===== src/rtl/mux16_rr_arbiter_pkg.sv =====
// Shared types and helpers for the round-robin operand-mux arbiter.
package mux_arb_pkg;

  typedef enum logic {
    EMPTY = 1'b0,
    FULL  = 1'b1
  } state_e;

  localparam int DEF_WIDTH   = 16;
  localparam int DEF_NUM_REQ = 4;

  // Increment with explicit wrap so non-power-of-two counts never overflow
  function automatic int next_idx(input int idx, input int n);
    return (idx + 1 >= n) ? 0 : idx + 1;
  endfunction

endpackage


===== src/rtl/mux16_rr_arbiter_if.sv =====
// Requester-side and consumer-side handshake bundle of the arbiter.
// req_lock exists only when MUX_ARB_LOCK_EN is defined.
interface mux16_rr_arbiter_if #(
  parameter int WIDTH   = mux_arb_pkg::DEF_WIDTH,
  parameter int NUM_REQ = mux_arb_pkg::DEF_NUM_REQ
);
  localparam int IDX_W = $clog2(NUM_REQ);

  logic [NUM_REQ-1:0]            req_valid;
  logic [NUM_REQ-1:0][WIDTH-1:0] req_data;
  logic [NUM_REQ-1:0]            req_ready;
`ifdef MUX_ARB_LOCK_EN
  logic [NUM_REQ-1:0]            req_lock;
`endif
  logic                          out_valid;
  logic [WIDTH-1:0]              out_data;
  logic [IDX_W-1:0]              out_src;
  logic                          out_ready;
  logic                          busy;

  // Arbiter side
  modport master (
    input  req_valid, req_data, out_ready,
`ifdef MUX_ARB_LOCK_EN
    input  req_lock,
`endif
    output req_ready, out_valid, out_data, out_src, busy
  );

  // Requesters and consumer side
  modport slave (
    output req_valid, req_data, out_ready,
`ifdef MUX_ARB_LOCK_EN
    output req_lock,
`endif
    input  req_ready, out_valid, out_data, out_src, busy
  );

endinterface


===== src/rtl/mux16_rr_arbiter_rr_pick.sv =====
// Combinational rotating-priority picker: first valid index at or above ptr,
// wrapping N-1 -> 0. Returns one-hot grant, index and any-valid flag.
module rr_pick #(
  parameter int N  = 4,
  parameter int IW = $clog2(N)
) (
  input  logic [N-1:0]  vld,
  input  logic [IW-1:0] ptr,
  output logic [N-1:0]  gnt,
  output logic [IW-1:0] idx,
  output logic          any
);

  logic found;

  // Scan N positions starting at ptr; first hit wins
  always_comb begin
    gnt   = '0;
    idx   = '0;
    found = 1'b0;
    any   = |vld;
    for (int k = 0; k < N; k++) begin
      int j;
      j = int'(ptr) + k;
      if (j >= N) j = j - N;
      if (!found && vld[j]) begin
        found  = 1'b1;
        gnt[j] = 1'b1;
        idx    = IW'(j);
      end
    end
  end

endmodule


===== src/rtl/mux16_rr_arbiter.sv =====
// Round-robin arbiter feeding a single output register through the shared
// operand mux. Optional grant locking under MUX_ARB_LOCK_EN.
module mux16_rr_arbiter
  import mux_arb_pkg::*;
#(
  parameter int WIDTH   = DEF_WIDTH,
  parameter int NUM_REQ = DEF_NUM_REQ
) (
  input  logic           clk,
  input  logic           rst_n,
  mux16_rr_arbiter_if.master bus
);

  localparam int IDX_W = $clog2(NUM_REQ);

  state_e             state_q, state_d;
  logic [WIDTH-1:0]   out_data_q, out_data_d;
  logic [IDX_W-1:0]   out_src_q, out_src_d;
  logic [IDX_W-1:0]   rr_ptr_q, rr_ptr_d;

  logic [IDX_W-1:0]   search_ptr;
  logic [NUM_REQ-1:0] gnt;
  logic [IDX_W-1:0]   win_idx;
  logic               any_vld;
  logic               load;

`ifdef MUX_ARB_LOCK_EN
  logic lock_q, lock_d;
  logic hold_live;

  // While the holder keeps valid+lock it is searched first; once it lets go
  // the search restarts just past it
  always_comb begin
    hold_live  = bus.req_valid[rr_ptr_q] && bus.req_lock[rr_ptr_q];
    search_ptr = (lock_q && !hold_live) ? IDX_W'(next_idx(int'(rr_ptr_q), NUM_REQ))
                                        : rr_ptr_q;
  end
`else
  assign search_ptr = rr_ptr_q;
`endif

  rr_pick #(.N(NUM_REQ), .IW(IDX_W)) u_pick (
    .vld (bus.req_valid),
    .ptr (search_ptr),
    .gnt (gnt),
    .idx (win_idx),
    .any (any_vld)
  );

  // Gated by rst_n so no handshake completes while reset is held
  assign load          = rst_n && any_vld && (state_q == EMPTY || bus.out_ready);
  assign bus.req_ready = load ? gnt : '0;
  assign bus.out_valid = (state_q == FULL);
  assign bus.out_data  = out_data_q;
  assign bus.out_src   = out_src_q;
  assign bus.busy      = (state_q == FULL) || (|bus.req_valid);

  // Next-state, output register and pointer update
  always_comb begin
    state_d    = state_q;
    out_data_d = out_data_q;
    out_src_d  = out_src_q;
    rr_ptr_d   = rr_ptr_q;
`ifdef MUX_ARB_LOCK_EN
    lock_d     = lock_q;
`endif
    case (state_q)
      EMPTY: if (load) state_d = FULL;
      FULL:  if (!load && bus.out_ready) state_d = EMPTY;
      default: state_d = EMPTY;
    endcase
    if (load) begin
      out_data_d = bus.req_data[win_idx];
      out_src_d  = win_idx;
`ifdef MUX_ARB_LOCK_EN
      if (bus.req_lock[win_idx]) begin
        rr_ptr_d = win_idx;
        lock_d   = 1'b1;
      end else begin
        rr_ptr_d = IDX_W'(next_idx(int'(win_idx), NUM_REQ));
        lock_d   = 1'b0;
      end
`else
      rr_ptr_d   = IDX_W'(next_idx(int'(win_idx), NUM_REQ));
`endif
    end
  end

  // State, data and pointer registers
  always_ff @(posedge clk or negedge rst_n) begin
    if (!rst_n) begin
      state_q    <= EMPTY;
      out_data_q <= '0;
      out_src_q  <= '0;
      rr_ptr_q   <= '0;
`ifdef MUX_ARB_LOCK_EN
      lock_q     <= 1'b0;
`endif
    end else begin
      state_q    <= state_d;
      out_data_q <= out_data_d;
      out_src_q  <= out_src_d;
      rr_ptr_q   <= rr_ptr_d;
`ifdef MUX_ARB_LOCK_EN
      lock_q     <= lock_d;
`endif
    end
  end

endmodule

===== src/flat_wrapper.sv =====
// flat-port wrapper written by rule: the top's interface ports become plain ports
module mux16_rr_arbiter_flat import mux_arb_pkg::*;
#(
  parameter int WIDTH   = DEF_WIDTH,
  parameter int NUM_REQ = DEF_NUM_REQ
)
  (clk, rst_n, bus_req_valid, bus_req_data, bus_out_ready, bus_req_ready, bus_out_valid, bus_out_data, bus_out_src, bus_busy);
  mux16_rr_arbiter_if #(.WIDTH(WIDTH), .NUM_REQ(NUM_REQ)) bus_i ();
  input  logic clk;
  input  logic rst_n;
  input wire logic [$bits(bus_i.req_valid)-1:0] bus_req_valid;
  input wire logic [$bits(bus_i.req_data)-1:0] bus_req_data;
  input wire logic [$bits(bus_i.out_ready)-1:0] bus_out_ready;
  output wire logic [$bits(bus_i.req_ready)-1:0] bus_req_ready;
  output wire logic [$bits(bus_i.out_valid)-1:0] bus_out_valid;
  output wire logic [$bits(bus_i.out_data)-1:0] bus_out_data;
  output wire logic [$bits(bus_i.out_src)-1:0] bus_out_src;
  output wire logic [$bits(bus_i.busy)-1:0] bus_busy;
  assign bus_i.req_valid = bus_req_valid;
  assign bus_i.req_data = bus_req_data;
  assign bus_i.out_ready = bus_out_ready;
  assign bus_req_ready = bus_i.req_ready;
  assign bus_out_valid = bus_i.out_valid;
  assign bus_out_data = bus_i.out_data;
  assign bus_out_src = bus_i.out_src;
  assign bus_busy = bus_i.busy;
  mux16_rr_arbiter #(.WIDTH(WIDTH), .NUM_REQ(NUM_REQ)) u_core (.clk(clk), .rst_n(rst_n), .bus(bus_i));
endmodule

===== config.mk =====
export PLATFORM = sky130hd
export DESIGN_NAME = mux16_rr_arbiter_flat
export DESIGN_NICKNAME = d
export VERILOG_FILES = /design/src/rtl/mux16_rr_arbiter_pkg.sv /design/src/rtl/mux16_rr_arbiter_if.sv /design/src/rtl/mux16_rr_arbiter_rr_pick.sv /design/src/rtl/mux16_rr_arbiter.sv /design/src/flat_wrapper.sv
export SDC_FILE = /design/constraint.sdc
export NUM_CORES = 1
export LEC_CHECK = 0
export CAP_MARGIN = 20
export CORE_ASPECT_RATIO = 1.25
export CORE_MARGIN = 4
export CORE_UTILIZATION = 43
export CTS_BUF_LIST = sky130_fd_sc_hd__clkbuf_4
export DETAILED_ROUTE_END_ITERATION = 6
export PLACE_DENSITY = 0.83
export SETUP_SLACK_MARGIN = 0.02
export SLEW_MARGIN = 30
export SYNTH_ARGS = -nofsm -noshare
export SYNTH_HDL_FRONTEND = slang
export SYNTH_SLANG_ARGS = --single-unit
export TNS_END_PERCENT = 5

===== constraint.sdc =====
create_clock -name clk -period 5 [get_ports clk]
set_clock_uncertainty 0.2 [all_clocks]
set_input_delay 0.5 -clock clk [delete_from_list [all_inputs] [get_ports clk]]
set_output_delay 0.5 -clock clk [all_outputs]
set_load 0.02 [all_outputs]

* After elaboration in Yosys (flattened, before gate mapping)
Index checks and enable logic that the tools add are counted.
W data, S select, Z words.
** Storage, ports and cells
- Input port bits :: 71
- Register bits after elaboration :: 21
- Output and inout bits :: 24
- Logic and storage cells :: 89
** Operators by class
- Order comparisons :: 14
- Bitwise gates (word level) :: 4
- Mux-type cells :: 42
- Add/sub/neg operators :: 8
- Reductions and logical operators :: 17
** Operators with widths (number)
- $ge A32 B1 Y1 const B :: 4
- $lt A32 B4 Y1 const B :: 4
- $mux W32 :: 4
- $bmux W16 S2 :: 1
- $mux W4 :: 5
- $mux W1 :: 17
- $mux W16 :: 1
- $ge A3 B3 Y1 const B :: 4
- $or A4 B4 Y4 :: 3
- $sub A3 B3 Y4 const B :: 3
- $logic_and A1 B1 Y1 :: 10
- $mux W2 :: 5
- $bmux W1 S2 :: 4
- $demux W1 S2 :: 4
- $add A2 B1 Y3 const B :: 2
- $add A2 B2 Y3 const B :: 2
- $logic_not A1 Y1 :: 4
- $reduce_or A4 Y1 :: 1
- $sub A2 B3 Y4 const B :: 1
- $ge A2 B3 Y1 const B :: 1
- $lt A2 B3 Y1 const B :: 1
- $logic_or A1 B1 Y1 :: 2
- $pmux W1 S2 :: 1
- $not A1 Y1 :: 1

* Longest topological paths before layout
- Depth after elaboration :: 18
- Mapped depth :: 16

* Cells and area by module
Synthesis repeated with hierarchy kept, for this count alone.
** Unflattened totals
- Cell total of the unflattened synthesis :: 126
- Area, all modules :: 1761.7 µm²
** By module, submodules not included
- mux16_rr_arbiter :: area an instance 1297.5 µm², cells each 76, instances 1, sequential area each 525.5 µm²
- rr_pick :: area an instance 464.2 µm², cells each 50, instances 1, sequential area each 0.0 µm²

* Worst setup path before layout
No wires, ideal clock.
- Path type :: register to output
- Start point :: reg u_core.rr_ptr_q[0]
- End point :: out bus_req_ready[0]
- Stages on the path, launching flop included :: 13
- Setup slack :: 1.266 ns
- Required time :: 4.300 ns
- Buffers on the path :: 5
- Data arrival time :: 3.034 ns
- Cells stage by stage :: dfrtp_1 > buf_6 > buf_2 > inv_1 > clkbuf_1 > clkbuf_1 > ha_1 > mux4_2 > nor2b_4 > buf_6 > a221o_1 > o21ai_0 > a21oi_1
** Between the ends
- Word-level cells in the longest chain between the ends :: 16
- Elaborated cells between the ends (all ways) :: 64
** Ends and longest elaborated chain
- from (decl) :: line mux16_rr_arbiter.sv:19 : logic [IDX_W-1:0] rr_ptr_q, rr_ptr_d;
- from (signal assigned) :: line mux16_rr_arbiter.sv:103 : rr_ptr_q <= rr_ptr_d;
- branches (longest 14 deep; another with $ge A32 B1 Y1)
- $mux W4 (*) :: line mux16_rr_arbiter_rr_pick.sv:26 : if (!found && vld[j]) begin
- $mux W4 (*) :: line mux16_rr_arbiter.sv:52 : assign bus.req_ready = load ? gnt : '0;
- to (decl) :: line flat_wrapper.sv:14 : output wire logic [$bits(bus_i.req_ready)-1:0] bus_req_ready;
Mark *: on every way between the ends. The select of a mux whose other input is x is not followed.

* Final worst setup path
- Start point :: reg u_core.rr_ptr_q[0]
- End point :: out bus_req_ready[2]
The elaborated chain is that of the path after synthesis.

==> flow_metrics.tcl <==
set metrics [dict create \
    status "finished clean" \
    start_util 0.443 \
    dominantRegCellSynth "dfrtp_1" \
    min_from "u_core.bus.out_src[1]" \
    worstSetupStartpoint "u_core.rr_ptr_q[0]" \
    max-clock-path-buffers 2 \
    period_needed_ns 4.49 \
    internal_power_mw 0.867 \
    antenna_found_initial 0 \
    fin_total_pwr_mw 1.69 \
    wl_um 6450 \
    diodes 0 \
    reg2reg_depth 8 \
    use_met3 0.0457 \
    setup_slack_ns 0.506 \
    ys_seq_area_frac 0.253 \
    final_cell_mix "clkdlybuf4s50_1, nand2_1, o22ai_1" \
    grt_use_met1 0.246 \
    place.gp.congestion 0.865 \
    fin_crit_sh 0.899 \
    p_sw_mw 0.820 \
    setup_viol 0 \
    dr.pass1.iters 5 \
    cts_htree_levels 1 \
    die_h_um 85.7 \
    rsz0062_at_grt "no" \
    die_w_um 70.2 \
    ir_drop_mv 0.295 \
    postLayoutCellArea_mm2 0.00302 \
    postRouteAntennaNets 0 \
    path_clk_slew_ns 0.14 \
    whs_ns 0.297 \
    nFillCells 424 \
    yosys-mux-area-fraction 0.145 \
    hold_viol 0 \
    slew_violations 0 \
    async_flop_share 1.00 \
    die_area_mm2 0.00602 \
    multi_input_comb_area_mm2 0.00140 \
    critPathKind "reg2out" \
    cts_tree "yes" \
    tightest_slew_ns 0.935 \
    syn_avg_cell_area_um2 8.28 \
    critPathRequiredTime_ns 4.30 \
    worstHoldPathType "reg2reg" \
    viasPerCell 5.99 \
    row_count 28 \
    synth_nets 327 \
    synth-compound-area-share 0.282 \
    drive_gt1_frac 0.0725 \
    routedWlPerCell_um 16.5 \
    tns_ns 0 \
    clock_latency_ns 0.32 \
    yosys_warnings 0 \
    layout_commonest_cell "clkdlybuf4s50_1" \
    hpwl_um 4790 \
    cts.sinks 21 \
    syn_inst 251 \
    met2_usage 0.382 \
    powerDensity_mw_per_mm2 558 \
    portBuffers 94 \
    ys_ff_latch 21 \
    via_count 2343 \
    synth_edf_count 0 \
    hold_end "u_core.bus.out_src[1]" \
    grt_overflow 0 \
    utilization 0.644 \
    grt_max_degree 34 \
    grt_pass1_wl_um 10400 \
    hold_depth 2 \
    end_kind "primary output" \
    top_usage_layer "met2" \
    drc_errors 0 \
    combPwrFrac 0.749 \
    clkPwrFrac 0.053 \
    postCtsSetupBuffers 0 \
    drv_cap 0 \
    grt_pass1_vias 2310 \
    ys_types 51 \
    ctsResizeCount 0 \
    r2r_end "u_core.bus.out_data[4]" \
    synth_simple_gate_area_share 0.210 \
    synth_fa_ha_area_frac 0.0301 \
    relSlewSlack 0.377 \
    synth-xor-area-share 0.00421 \
    cp-start-kind "register" \
    dp_slack_ns 0.879 \
    regToRegSetupSlack_ns 1.43 \
    synth.cell_area_mm2 0.00208 \
    io_pins 95 \
    finalNonFillerCells 391 \
    critPathMaxFanout 22 \
    worstPathArrival_ns 3.79 \
    p_leak_nw 1.19 \
    cts_hold_buf 0 \
    syn_to_final_growth_pct 45.5 \
    cts_inserted_buffers 3 \
    synth_top_family_by_area "compound AO/OA/AOI/OAI gates" \
    dpl_cell_area_mm2 0.00299 \
    core_area_mm2 0.00469 \
    swShare 0.486 \
    register_area_um2 526 \
    fin_nets 408 \
    pwr-share-seq 0.198 \
    cts-root-buf "clkbuf_4" \
    r2r_start "u_core.rr_ptr_q[0]" \
    drt_iter0_drc 187 \
    grt_usage 0.210 \
    placed_cells 387 \
    max_freq_mhz 223 \
]
## kinds of logic after synthesis
group | count (synthesis)
muxes | 25
buffers and inverters | 28
xor gates and xnor gates | 1
DFF | 21
AOI/OAI and AO/OA | 81
and+or+nand+nor | 90
adders and majority gates | 5
## cell type report
class,count,area share
clock buffers,3,0.00745
clock inverters,1,0.00165
inverters,5,0.00621
multi-input cells,202,0.463
flip-flops and latches,21,0.174
well taps,60,0.0248
repair buffers,99,0.324
## power by group through the flow
| stage | logic (mW) | registers, mW | clock network (mW) |
|---|---|---|---|
| after floorplan | 0.863 | 0.385 | 0 |
| after global placement | 1.24 | 0.332 | 0 |
| after detailed placement | 1.26 | 0.335 | 0 |
| after CTS | 1.26 | 0.333 | 0.0913 |
| after global routing | 1.38 | 0.347 | 0.0998 |
| final | 1.26 | 0.334 | 0.0889 |
## per-layer routing
metal / wire length (um) / vias to the layer above
met2: 3260 / 105
met5: 0 / -
met1: 2570 / 1110
li1: - / 1119
met3: 544 / 9
met4: 78 / 0
## cell usage after synthesis (2+ instances only)
master	number	area share
ha_1	5	0.030
nand3_1	4	0.0096
clkbuf_1	11	0.020
mux2_2	2	0.011
a2111oi_0	2	0.0084
mux4_2	3	0.033
or3_1	12	0.036
mux2i_1	17	0.082
a21oi_1	12	0.029
nand2b_1	3	0.0090
a221o_1	4	0.019
nor2_1	19	0.034
buf_2	6	0.014
buf_6	4	0.022
and2_1	2	0.0060
a32oi_1	13	0.055
nand2_1	35	0.063
o221a_1	2	0.011
dfrtp_1	21	0.25
nor3_1	2	0.0048
o22ai_1	24	0.072
o21ai_0	9	0.022
a211oi_1	2	0.0072
o2111ai_1	2	0.0084
mux2_4	2	0.014
nor2b_1	3	0.0090
and3_1	3	0.0090
inv_1	4	0.0072
## sequential cells by signal, summed over array words and instances, names as in the netlist
| register | flops |
|---|---|
| u_core.bus.out_valid | 1 |
| u_core.rr_ptr_q | 2 |
| u_core.bus.out_data | 16 |
| u_core.bus.out_src | 2 |
## worst max-delay path by stage
stage,depth (start not counted),end,slack [ns]
3_5_place_dp,8,bus_req_ready[3],0.88
5_1_grt,8,bus_req_ready[0],0.14
3_3_place_gp,8,bus_req_ready[1],0.98
2_1_floorplan,12,bus_req_ready[0],1.27
4_1_cts,8,bus_req_ready[3],0.49
6_report,8,bus_req_ready[2],0.51
## critical path, cell delays in order (launching register included)
cell and delay (ns):
dfrtp_1 0.82, inv_1 0.14, ha_1 0.54, mux4_2 0.65, nor2b_4 0.27, a221o_1 0.19
o21ai_0 0.08, a21oi_1 0.17, clkdlybuf4s50_1 0.62
(Power assumes the default switching activity.)
